`src/rtl/output_port_allocator_pkg.sv`:
```
// rtl/output_port_allocator_pkg.sv - shared constants, state encoding and helpers for the output port allocator
package output_port_allocator_pkg;

    localparam int NPORTS = 5;

    localparam logic [2:0] FLIT_HEADER = 3'b001;
    localparam logic [2:0] FLIT_BODY   = 3'b010;
    localparam logic [2:0] FLIT_TAIL   = 3'b100;

    localparam logic [2:0] PORT_L = 3'd0;
    localparam logic [2:0] PORT_N = 3'd1;
    localparam logic [2:0] PORT_E = 3'd2;
    localparam logic [2:0] PORT_W = 3'd3;
    localparam logic [2:0] PORT_S = 3'd4;

    // Two-bit encoding so that an upset into an unused code is recoverable.
    typedef enum logic [1:0] {
        ST_IDLE = 2'b00,
        ST_BUSY = 2'b01
    } state_t;

    // Port after p in round-robin order, wrapping S back to L.
    function automatic logic [2:0] next_port(input logic [2:0] p);
        return (p >= PORT_S) ? PORT_L : p + 3'd1;
    endfunction

endpackage

```
`src/rtl/output_port_allocator_rr_priority_picker.sv`:
```
// rtl/output_port_allocator_rr_priority_picker.sv - combinational round-robin pick of the first eligible port
module rr_priority_picker
    import output_port_allocator_pkg::*;
(
    input  logic [NPORTS-1:0] eligible,
    input  logic [2:0]        rr_ptr,
    output logic [NPORTS-1:0] pick,
    output logic [2:0]        pick_idx,
    output logic              found
);

    logic [3:0] cand;

    // Scan rr_ptr, rr_ptr+1, ... modulo NPORTS and keep the first eligible port.
    always_comb begin
        pick     = '0;
        pick_idx = '0;
        found    = 1'b0;
        cand     = '0;
        for (int k = 0; k < NPORTS; k++) begin
            cand = {1'b0, rr_ptr} + 4'(k);
            if (cand >= 4'(NPORTS)) begin
                cand = cand - 4'(NPORTS);
            end
            if (!found && eligible[cand[2:0]]) begin
                found    = 1'b1;
                pick_idx = cand[2:0];
            end
        end
        if (found) begin
            pick = NPORTS'(1) << pick_idx;
        end
    end

endmodule

```
`src/rtl/output_port_allocator.sv`:
```
// rtl/output_port_allocator.sv - wormhole output port allocator with credit gating and watchdog abort
module output_port_allocator
    import output_port_allocator_pkg::*;
#(
    parameter int CREDITS = 4,
    parameter int TIMEOUT = 64
) (
    input  logic                  clk,
    input  logic                  rst,
    input  logic [NPORTS-1:0]     req,
    input  logic [3*NPORTS-1:0]   flit_id,
    input  logic                  credit_in,
    output logic [NPORTS-1:0]     grant,
    output logic [2:0]            sel,
    output logic                  xfer,
    output logic                  timeout,
    output logic [3:0]            credit_cnt
);

    state_t              state, state_nxt;
    logic [2:0]          owner, owner_nxt;
    logic [2:0]          rr_ptr, rr_ptr_nxt;
    logic [NPORTS-1:0]   grant_r, grant_nxt;
    logic [11:0]         wd_cnt;
    logic                wd_clr, wd_inc;

    logic [2:0]          flit_arr [NPORTS];
    logic [NPORTS-1:0]   eligible;
    logic [NPORTS-1:0]   pick;
    logic [2:0]          pick_idx;
    logic                found;
    logic [2:0]          owner_flit;

    // Split the packed flit-type bus per port and flag ports presenting a header.
    always_comb begin
        eligible = '0;
        for (int i = 0; i < NPORTS; i++) begin
            flit_arr[i] = flit_id[3*i +: 3];
            eligible[i] = req[i] && (flit_id[3*i +: 3] == FLIT_HEADER);
        end
    end

    assign owner_flit = flit_arr[owner];

    rr_priority_picker u_picker (
        .eligible (eligible),
        .rr_ptr   (rr_ptr),
        .pick     (pick),
        .pick_idx (pick_idx),
        .found    (found)
    );

    // Next-state, transfer gating and watchdog control.
    always_comb begin
        state_nxt  = state;
        owner_nxt  = owner;
        rr_ptr_nxt = rr_ptr;
        grant_nxt  = grant_r;
        xfer       = 1'b0;
        timeout    = 1'b0;
        sel        = 3'd0;
        wd_clr     = 1'b0;
        wd_inc     = 1'b0;
        case (state)
            ST_IDLE: begin
                grant_nxt = '0;
                if (found) begin
                    state_nxt = ST_BUSY;
                    owner_nxt = pick_idx;
                    grant_nxt = pick;
                    wd_clr    = 1'b1;
                end
            end
            ST_BUSY: begin
                sel  = owner;
                xfer = req[owner] && (credit_cnt != 4'd0);
                if (xfer) begin
                    // A header seen here is just another flit; only a tail releases.
                    wd_clr = 1'b1;
                    if (owner_flit == FLIT_TAIL) begin
                        state_nxt  = ST_IDLE;
                        grant_nxt  = '0;
                        rr_ptr_nxt = next_port(owner);
                    end
                end else if (wd_cnt == 12'(TIMEOUT - 1)) begin
                    timeout    = 1'b1;
                    state_nxt  = ST_IDLE;
                    grant_nxt  = '0;
                    rr_ptr_nxt = next_port(owner);
                end else begin
                    wd_inc = 1'b1;
                end
            end
            default: begin
                state_nxt = ST_IDLE;
                grant_nxt = '0;
            end
        endcase
    end

    assign grant = grant_r;

    // Ownership, grant and round-robin pointer registers.
    always_ff @(posedge clk or posedge rst) begin
        if (rst) begin
            state   <= ST_IDLE;
            owner   <= 3'd0;
            rr_ptr  <= 3'd0;
            grant_r <= '0;
        end else begin
            state   <= state_nxt;
            owner   <= owner_nxt;
            rr_ptr  <= rr_ptr_nxt;
            grant_r <= grant_nxt;
        end
    end

    // Downstream credit counter; returned credits beyond the buffer depth are dropped.
    always_ff @(posedge clk or posedge rst) begin
        if (rst) begin
            credit_cnt <= 4'(CREDITS);
        end else if (xfer && !credit_in) begin
            credit_cnt <= credit_cnt - 4'd1;
        end else if (!xfer && credit_in && (credit_cnt != 4'(CREDITS))) begin
            credit_cnt <= credit_cnt + 4'd1;
        end
    end

    // Watchdog counting stalled cycles inside a grant.
    always_ff @(posedge clk or posedge rst) begin
        if (rst) begin
            wd_cnt <= 12'd0;
        end else if (wd_clr) begin
            wd_cnt <= 12'd0;
        end else if (wd_inc) begin
            wd_cnt <= wd_cnt + 12'd1;
        end
    end

endmodule
```
`config.mk`:
```
export PLATFORM = sky130hd
export DESIGN_NAME = output_port_allocator
export DESIGN_NICKNAME = d
export VERILOG_FILES = /design/src/rtl/output_port_allocator_pkg.sv /design/src/rtl/output_port_allocator_rr_priority_picker.sv /design/src/rtl/output_port_allocator.sv
export SDC_FILE = /design/constraint.sdc
export NUM_CORES = 1
export LEC_CHECK = 0
export ABC_AREA = 1
export BUFFER_PORTS_ARGS = -buffer_cell sky130_fd_sc_hd__buf_2
export CORE_MARGIN = 3
export CORE_UTILIZATION = 30
export CTS_BUF_LIST = sky130_fd_sc_hd__clkbuf_2
export DETAILED_ROUTE_END_ITERATION = 10
export SLEW_MARGIN = 20
export SYNTH_ARGS = -nofsm -noshare
export SYNTH_HDL_FRONTEND = slang
export SYNTH_SLANG_ARGS = --single-unit
```
`constraint.sdc`:
```
create_clock -name clk -period 4.9 [get_ports clk]
set_input_delay 0.245 -clock clk [delete_from_list [all_inputs] [get_ports clk]]
set_output_delay 0.245 -clock clk [all_outputs]
set_load 0.01 [all_outputs]
```
==> results.sh, run 1 <==
export IMPL_status="finished, final reports clean"
export IMPL_synth_top_family_by_area="simple AND/OR/NAND/NOR gates"
export IMPL_min_to="credit_cnt[2]"
export IMPL_insertion_delay_ns=0.36
export IMPL_final_core_util_pct=35.5
export IMPL_cp_arrival_ns=3.58
export IMPL_routedWlPerCell_um=12.0
export IMPL_cp_data_required_time_ns=5.20
export IMPL_syn_area_per_cell_um2=6.61
export IMPL_synthMuxAreaShare_pct=0
export IMPL_die_w_um=99.5
export IMPL_pwr_share_seq_pct=18.3
export IMPL_ios=37
export IMPL_finalSetupViolCount=0
export IMPL_ir_drop_v=0.000304
export IMPL_reg2reg_depth=18
export IMPL_h_tree_depth=1
export IMPL_post_route_cells_drive_above_1_share_pct=17.0
export IMPL_netlist_instances=397
export IMPL_die_y_um=99.5
export IMPL_ant_nets=0
export IMPL_synth_compound_area_share_pct=7.86
export IMPL_period_minus_slack_ns=3.27
export IMPL_antenna_found_initial=0
export IMPL_clkSinkCount=28
export IMPL_post_cts_buffers=0
export IMPL_first_global_vias=2496
export IMPL_finClkSkew_ns=0.0160
export IMPL_max_slew_margin_pct=57.7
export IMPL_fin_crit_sh_pct=66.8
export IMPL_cts_buffers=3
export IMPL_pwr_share_clk_pct=6.4
export IMPL_fin_worst_hold_slack_ns=0.329
export IMPL_max_cap_violations=0
export IMPL_syn_to_final_growth_pct=12.8
export IMPL_io_buffers=36
export IMPL_worst_path_max_delay_cell="dfrtp_1"
export IMPL_wirelength_mm=6.48
export IMPL_dr_pass1_iters=4
export IMPL_finalHoldViolCount=0
export IMPL_grt_first_pass_wirelength_mm=11.4
export IMPL_cpMostUsedCell="nand2_1"
export IMPL_critical_path_cell_chain="inv_4 > ha_1 > inv_1 > fa_1 > inv_1 > nand2_2 > o21ai_0 > nand3_1 > nand2_1 > nand2_1 > nand2_1 > nor2_2 > nand3b_1 > nand2_2 > nand2_2 > nor2_1 > nand2_1 > nand2_1"
export IMPL_path_class="flip-flop to flip-flop"
export IMPL_fillers=923
export IMPL_dp_cells=535
export IMPL_syn_nets=434
export IMPL_worst_r2r_endpoint="wd_cnt[0]"
export IMPL_ff2ff_setup_slack_ns=1.63
export IMPL_max_stage_delay_ns=0.67
export IMPL_worstHoldPathType="input port to flip-flop"
export IMPL_row_count=33
export IMPL_drt_iter0_drc=132
export IMPL_yosys_area_share_adder_pct=7.24
export IMPL_hold_buffers=0
export IMPL_fmax_mhz=305
export IMPL_ctsResizeCount=0
export IMPL_finalNetCount=473
export IMPL_instances_no_fill=540
export IMPL_clockBufferDepth=2
export IMPL_p_comb_share_pct=75.3
export IMPL_sw_frac_of_total_pct=58.5
export IMPL_drv_slew=0
export IMPL_async_flop_share_pct=100
export IMPL_vias_per_cell=4.91
export IMPL_ys_warn_count=0
export IMPL_synth_seq_cells=28
export IMPL_synth_edf_count=0
export IMPL_num_antenna_cells=0
export IMPL_clk_pin_slew_ns=0.27
export IMPL_synth_area_um2=2630
export IMPL_startpoint_type="flip-flop"
export IMPL_p_sw_mw=1.27
export IMPL_yosys_area_share_simple_pct=44.4
export IMPL_start_util_pct=31.5
export IMPL_min_from="credit_in"
export IMPL_vias=2649
export IMPL_min_delay_path_depth=4
export IMPL_drc=0
export IMPL_rsz0062_at_grt="false"
export IMPL_worstMarginPinSlew_ns=0.634
export IMPL_synth_xor_area_share_pct=3.24
export IMPL_reg2reg_from="rr_ptr[0]"
export IMPL_cts_tree="done"
export IMPL_synth_distinct_cells=38
export IMPL_p_per_area_nw_per_um2=735
export IMPL_die_area_um2=9910
export IMPL_grt_usage_pct=13.6
export IMPL_p_int_mw=0.903
export IMPL_grt_overflow_total=0
export IMPL_core_area_um2=8340
export IMPL_crit_fanout=14
export IMPL_clock_root_buffer="clkbuf_2"
export IMPL_ys_seq_area_share_pct=26.7
export IMPL_tns_ns=0
export IMPL_gp_congestion=0.893
export IMPL_end_kind="flip-flop"
export IMPL_grt_start_max_net_pins=29
export IMPL_yosys_most_used_dff="dfrtp_1"
export IMPL_dpl_hpwl_mm=5.35
export IMPL_leakage_nw=1.60
==> registers in the layout, indices dropped and copies added, names as in the netlist <==
signal	flops
wd_cnt	12
credit_cnt	4
grant	5
rr_ptr	3
state	1
owner	3
==> critical path: cells and delay by family, from the launching register on <==
kind	cells	cell delay, ns
AO/OA/AOI/OAI	1	0.34
AND/OR/NAND/NOR	12	1.26
adder cells (fa/ha/maj)	2	0.53
flip-flops	1	0.67
buffers and inverters	3	0.39
==> per-stage QoR <==
| step | power, mW | cell area (um^2) | worst slack, ns |
|---|---|---|---|
| after floorplan | 1.70 | 2630 | 2.27 |
| after global placement | 2.02 | 2910 | 1.80 |
| after detailed placement | 2.04 | 2910 | 1.68 |
| after CTS | 2.19 | 2950 | 1.64 |
| after global routing | 2.48 | 2960 | 1.31 |
| final | 2.18 | 2960 | 1.63 |
==> per-layer routing <==
metal	vias up	part of all wire, %	GRT usage, %
li1	1384	-	-
met1	1205	49	18.7
met2	56	47	23.6
met3	4	3.7	0.771
met4	0	0.68	2.73
met5	-	0	0
==> power by group through the flow <==
stage,Clock (mW),Sequential (mW),Combinational (mW)
final,0.139,0.399,1.64
after global placement,0,0.403,1.61
after floorplan,0,0.375,1.32
after detailed placement,0,0.406,1.63
after CTS,0.145,0.401,1.64
after global routing,0.155,0.415,1.91
==> worst max-delay path by stage <==
stage           endpoint  slack [ns]  depth (start not counted)  startpoint
6_report       wd_cnt[0]        1.63                         18   rr_ptr[0]
3_3_place_gp   wd_cnt[0]        1.80                         15   rr_ptr[0]
5_1_grt        wd_cnt[0]        1.31                         18   rr_ptr[0]
2_1_floorplan   grant[1]        2.27                         19   rr_ptr[0]
3_5_place_dp   wd_cnt[0]        1.68                         18   rr_ptr[0]
4_1_cts        wd_cnt[0]        1.64                         15   rr_ptr[0]
==> area by class of cell <==
| type | count | area (um^2) | area share (%) |
|---|---|---|---|
| Tap cell | 105 | 131 | 4.44 |
| Clock inverter | 1 | 30.0 | 1.01 |
| Multi-Input combinational cell | 301 | 1650 | 55.6 |
| Timing Repair Buffer | 37 | 190 | 6.42 |
| Inverter | 65 | 246 | 8.32 |
| Sequential cell | 28 | 702 | 23.7 |
| Clock buffer | 3 | 15.0 | 0.507 |
==> cells in the mapped netlist, types with 2 or more instances <==
library cell,instances,area share [%]
o21ai_1,8,1.5
nor3_1,2,0.38
fa_1,2,1.5
nor2_1,35,5.0
nand2_2,7,1.7
nor3_2,2,0.76
nor3b_2,4,1.9
xor2_1,5,1.7
nand2_1,97,14
o21ai_0,17,3.2
nand4_1,14,3.3
ha_1,12,5.7
xor2_2,2,1.2
inv_1,59,8.4
buf_6,2,0.86
nand3_2,5,1.9
a21oi_1,7,1.3
nor4_1,4,0.95
nor2_2,3,0.72
nand3_1,61,12
o211ai_1,2,0.57
dfrtp_1,27,26
nand3b_1,2,0.57
inv_2,4,0.57
==> logic make-up after synthesis <==
family / after synthesis
AOI/OAI and AO/OA: 38
buffers and inverters: 68
and+or+nand+nor: 241
DFF: 28
xor gates and xnor gates: 8
adders and majority gates: 14
==> cell usage in the layout (no fill, tap or decap), types with 3 or more instances in the layout <==
cell type  count
nand2_2        7
nor2_2         3
a21oi_1        7
nor4_1         4
nand2_1       97
nor3b_2        4
dfrtp_1       27
o21ai_0       17
nor2_1        35
nand3_1       61
buf_2         36
clkbuf_2       3
inv_2          5
inv_1         58
ha_1          12
xor2_1         5
nand4_1       14
nand3_2        5
o21ai_1        8
Note: power is estimated with default switching activity, not from simulation.
==> inputs of run 2 (changes only) <==
- ABC_AREA: 1 -> 0
- clock period: 4.9 -> 2.94 ns (I/O delays scaled with it)
==> run 2 against run 1 <==
  * The run now ends with negative setup slack left
  * Clock skew increased by 0.0029 ns
  * Power grew 59%
  * Worst hold slack worse by 0.21 ns
  * Sequential power up 51%
  * Non-clock buffer count grew 69
  * Clock power is 5% higher
  * Combinational power rose by 65%
  * Design area up 32%
  * Fmax rose by 2.4%
  * Sequential cell count did not move
  * Critical endpoint is now owner[1]
==> results.sh, run 2 <==
export IMPL_ys_seq_area_share_pct=25.2
export IMPL_syn_nets=362
export IMPL_drc=0
export IMPL_period_minus_slack_ns=3.20
export IMPL_fmax_mhz=313
export IMPL_cts_tree="done"
export IMPL_post_route_cells_drive_above_1_share_pct=41.8
export IMPL_worst_path_max_delay_cell="dfrtp_2"
export IMPL_instances_no_fill=534
export IMPL_worst_r2r_endpoint="owner[1]"
export IMPL_io_buffers=36
export IMPL_regMostFlops="wd_cnt"
export IMPL_critical_path_cell_chain="inv_8 > ha_4 > inv_2 > fa_2 > or3_4 > buf_4 > a21oi_2 > o211ai_1 > buf_4 > buf_4 > buf_6 > buf_6 > buf_6 > o2111ai_4 > a31oi_2 > a21o_1 > buf_4 > o22ai_2"
export IMPL_antenna_found_initial=0
export IMPL_final_common_cell="buf_4"
export IMPL_ios=37
export IMPL_rsz0062_at_grt="true"
export IMPL_die_y_um=102
export IMPL_routedWlPerCell_um=15.6
export IMPL_place_area_um2=3560
export IMPL_synth_top_family_by_area="simple AND/OR/NAND/NOR gates"
export IMPL_leakage_nw=1.76
export IMPL_syn_area_per_cell_um2=8.57
export IMPL_design_area_um2=3900
export IMPL_drt_iter0_drc=130
export IMPL_reg2reg_from="rr_ptr[0]"
export IMPL_fin_worst_hold_slack_ns=0.117
export IMPL_largest_reg_flops=12
export IMPL_synth_edf_count=0
export IMPL_start_util_pct=31.5
export IMPL_die_w_um=102
export IMPL_wl_met1_mm=3.79
export IMPL_dr_wl_met2_mm=4.09
export IMPL_path_class="flip-flop to flip-flop"
export IMPL_gp_congestion=0.866
export IMPL_most_common_layout_cells="buf_4 (61), nor2_1 (36), buf_2 (36)"
export IMPL_end_kind="flip-flop"
export IMPL_synth_top_area_share_pct=24.3
export IMPL_reg2reg_depth=18
export IMPL_grt_first_pass_wirelength_mm=13.7
export IMPL_setup_worst_path_start="rr_ptr[0]"
export IMPL_yosys_area_share_simple_pct=27.2
export IMPL_grt_start_max_net_pins=29
export IMPL_violations="negative setup slack"
export IMPL_worstHoldPathType="input port to flip-flop"
export IMPL_crit_fanout=5
export IMPL_finalHoldViolCount=0
export IMPL_core_area_um2=8850
export IMPL_ant_nets=0
export IMPL_p_per_area_nw_per_um2=888
export IMPL_startpoint_type="flip-flop"
export IMPL_finalSetupViolCount=20
export IMPL_dpl_hpwl_mm=6.44
export IMPL_cp_arrival_ns=3.48
export IMPL_grt_overflow_total=0
export IMPL_dp_cells=513
export IMPL_clk_pin_slew_ns=0.24
export IMPL_ir_drop_v=0.000576
export IMPL_cts_buffers=3
export IMPL_synth_xor_area_share_pct=5.03
export IMPL_fillers=876
export IMPL_worstMarginPinSlew_ns=0.591
export IMPL_insertion_delay_ns=0.36
export IMPL_clock_root_buffer="clkbuf_2"
export IMPL_synth_area_um2=2780
export IMPL_synth_top_cells_by_count="nor2_1 (40), dfrtp_1 (27), nand2_1 (27)"
export IMPL_top_layer="met4"
export IMPL_fin_ws_ns=-0.258
export IMPL_clkSinkCount=28
export IMPL_cp_data_required_time_ns=3.23
export IMPL_ff2ff_setup_slack_ns=-0.26
export IMPL_synthMuxAreaShare_pct=6.25
export IMPL_met3_length_um=295
export IMPL_yosys_area_share_adder_pct=6.83
export IMPL_drv_slew=0
export IMPL_async_flop_share_pct=100
export IMPL_synth_compound_area_share_pct=24.9
export IMPL_synth_area_leaders="dfrtp_1 (24%), ha_1 (5.4%), nor2_1 (5.4%)"
export IMPL_final_core_util_pct=44.1
export IMPL_die_area_um2=10500
export IMPL_finClkSkew_ns=0.0189
export IMPL_endpoint="owner[1]"
export IMPL_clockBufferDepth=2
export IMPL_finalNetCount=464
export IMPL_h_tree_depth=1
export IMPL_max_slew_margin_pct=60.6
export IMPL_tns_ns=-2.25
export IMPL_first_global_vias=2840
export IMPL_row_count=34
export IMPL_vias_per_cell=5.37
export IMPL_netlist_instances=325
export IMPL_max_stage_delay_ns=0.52
export IMPL_max_cap_violations=0
export IMPL_yosys_most_used_dff="dfrtp_1"
export IMPL_fin_crit_sh_pct=109
export IMPL_syn_to_final_growth_pct=40.0
export IMPL_ys_warn_count=0
export IMPL_status="complete, but fails checks"
export IMPL_synth_distinct_cells=79
export IMPL_cpMostUsedCell="buf_4"
export IMPL_yosysMostFrequentCell="nor2_1"
export IMPL_synth_top_area_cell="dfrtp_1"
export IMPL_wirelength_mm=8.31
export IMPL_dr_pass1_iters=5
export IMPL_vias=2867
export IMPL_grt_usage_pct=16.1
export IMPL_synth_seq_cells=28
export IMPL_num_antenna_cells=0
run 2: cell count changes after synthesis, moves of 8 or more:
cell	previous run	this run
nand2_1	97	27
nand3_1	61	6
inv_1	59	16
mux2i_1	0	8
run 2: final cells by class:
class	count	area [um^2]	area share, %
Sequential cell	28	706	18.1
Inverter	17	73.8	1.89
Clock buffer	4	20.0	0.513
Tap cell	108	135	3.47
Multi-Input combinational cell	271	2230	57.1
Timing Repair Buffer	106	738	18.9
run 2: layer usage:
metal | up-vias | GRT usage (%)
met2 | 62 | 27.9
li1 | 1415 | -
met4 | 0 | 4.04
met5 | - | 0
met3 | 12 | 2.46
met1 | 1378 | 21.0
run 2: metrics by stage:
step           power (mW)  worst slack, ns
2_1_floorplan        2.15           -0.240
3_5_place_dp         2.95           -0.335
3_3_place_gp         2.90           -0.206
4_1_cts              3.33           -0.221
5_1_grt              3.73           -0.404
6_report             3.46           -0.258
run 2: critical path, delay by kind of cell, from the launching register on:
kind | cells | cell delay [ns]
AND/OR/NAND/NOR | 1 | 0.39
AO/OA/AOI/OAI | 6 | 0.70
buffers and inverters | 9 | 1.03
adder cells (fa/ha/maj) | 2 | 0.52
flip-flops | 1 | 0.52
run 2: worst min-delay path by stage:
stage,slack (ns),to,cells past startpoint,from
after floorplan,0.21,credit_cnt[0],1,rst
after global placement,0.46,grant[1],2,grant[1]
after detailed placement,0.47,credit_cnt[0],2,rst
after CTS,0.03,wd_cnt[8],2,rst
after global routing,0.09,credit_cnt[3],4,credit_in
final,0.12,credit_cnt[3],4,credit_in
run 2: logic make-up (layout without fill, tap and decap cells):
kind of cell             Yosys count  in the layout
AO/OA/AOI/OAI                     86             86
XOR/XNOR                          16             16
adder cells (fa/ha/maj)           14             14
buffers and inverters             27            127
flip-flops                        28             28
multiplexers                      14             14
AND/OR/NAND/NOR                  140            141
run 2: what timing repair did:
action / 4_1_cts / 5_1_grt
resized for setup: 29 / 17
buffers inserted: 13 / 3
cloned: 1 / 0
pin swaps: 19 / 15
hold endpoints to repair: 0 / 27
hold buffers: 0 / 1
endpoints found under the setup margin: 21 / 22
run 2: where the power goes:
part | leakage [nW] | internal (mW) | switching, mW | total (mW)
clock | 0.0166 | 0.0359 | 0.111 | 0.146
sequential | 0.367 | 0.485 | 0.116 | 0.601
combinational | 1.37 | 1.34 | 1.37 | 2.71
total | 1.76 | 1.87 | 1.60 | 3.46
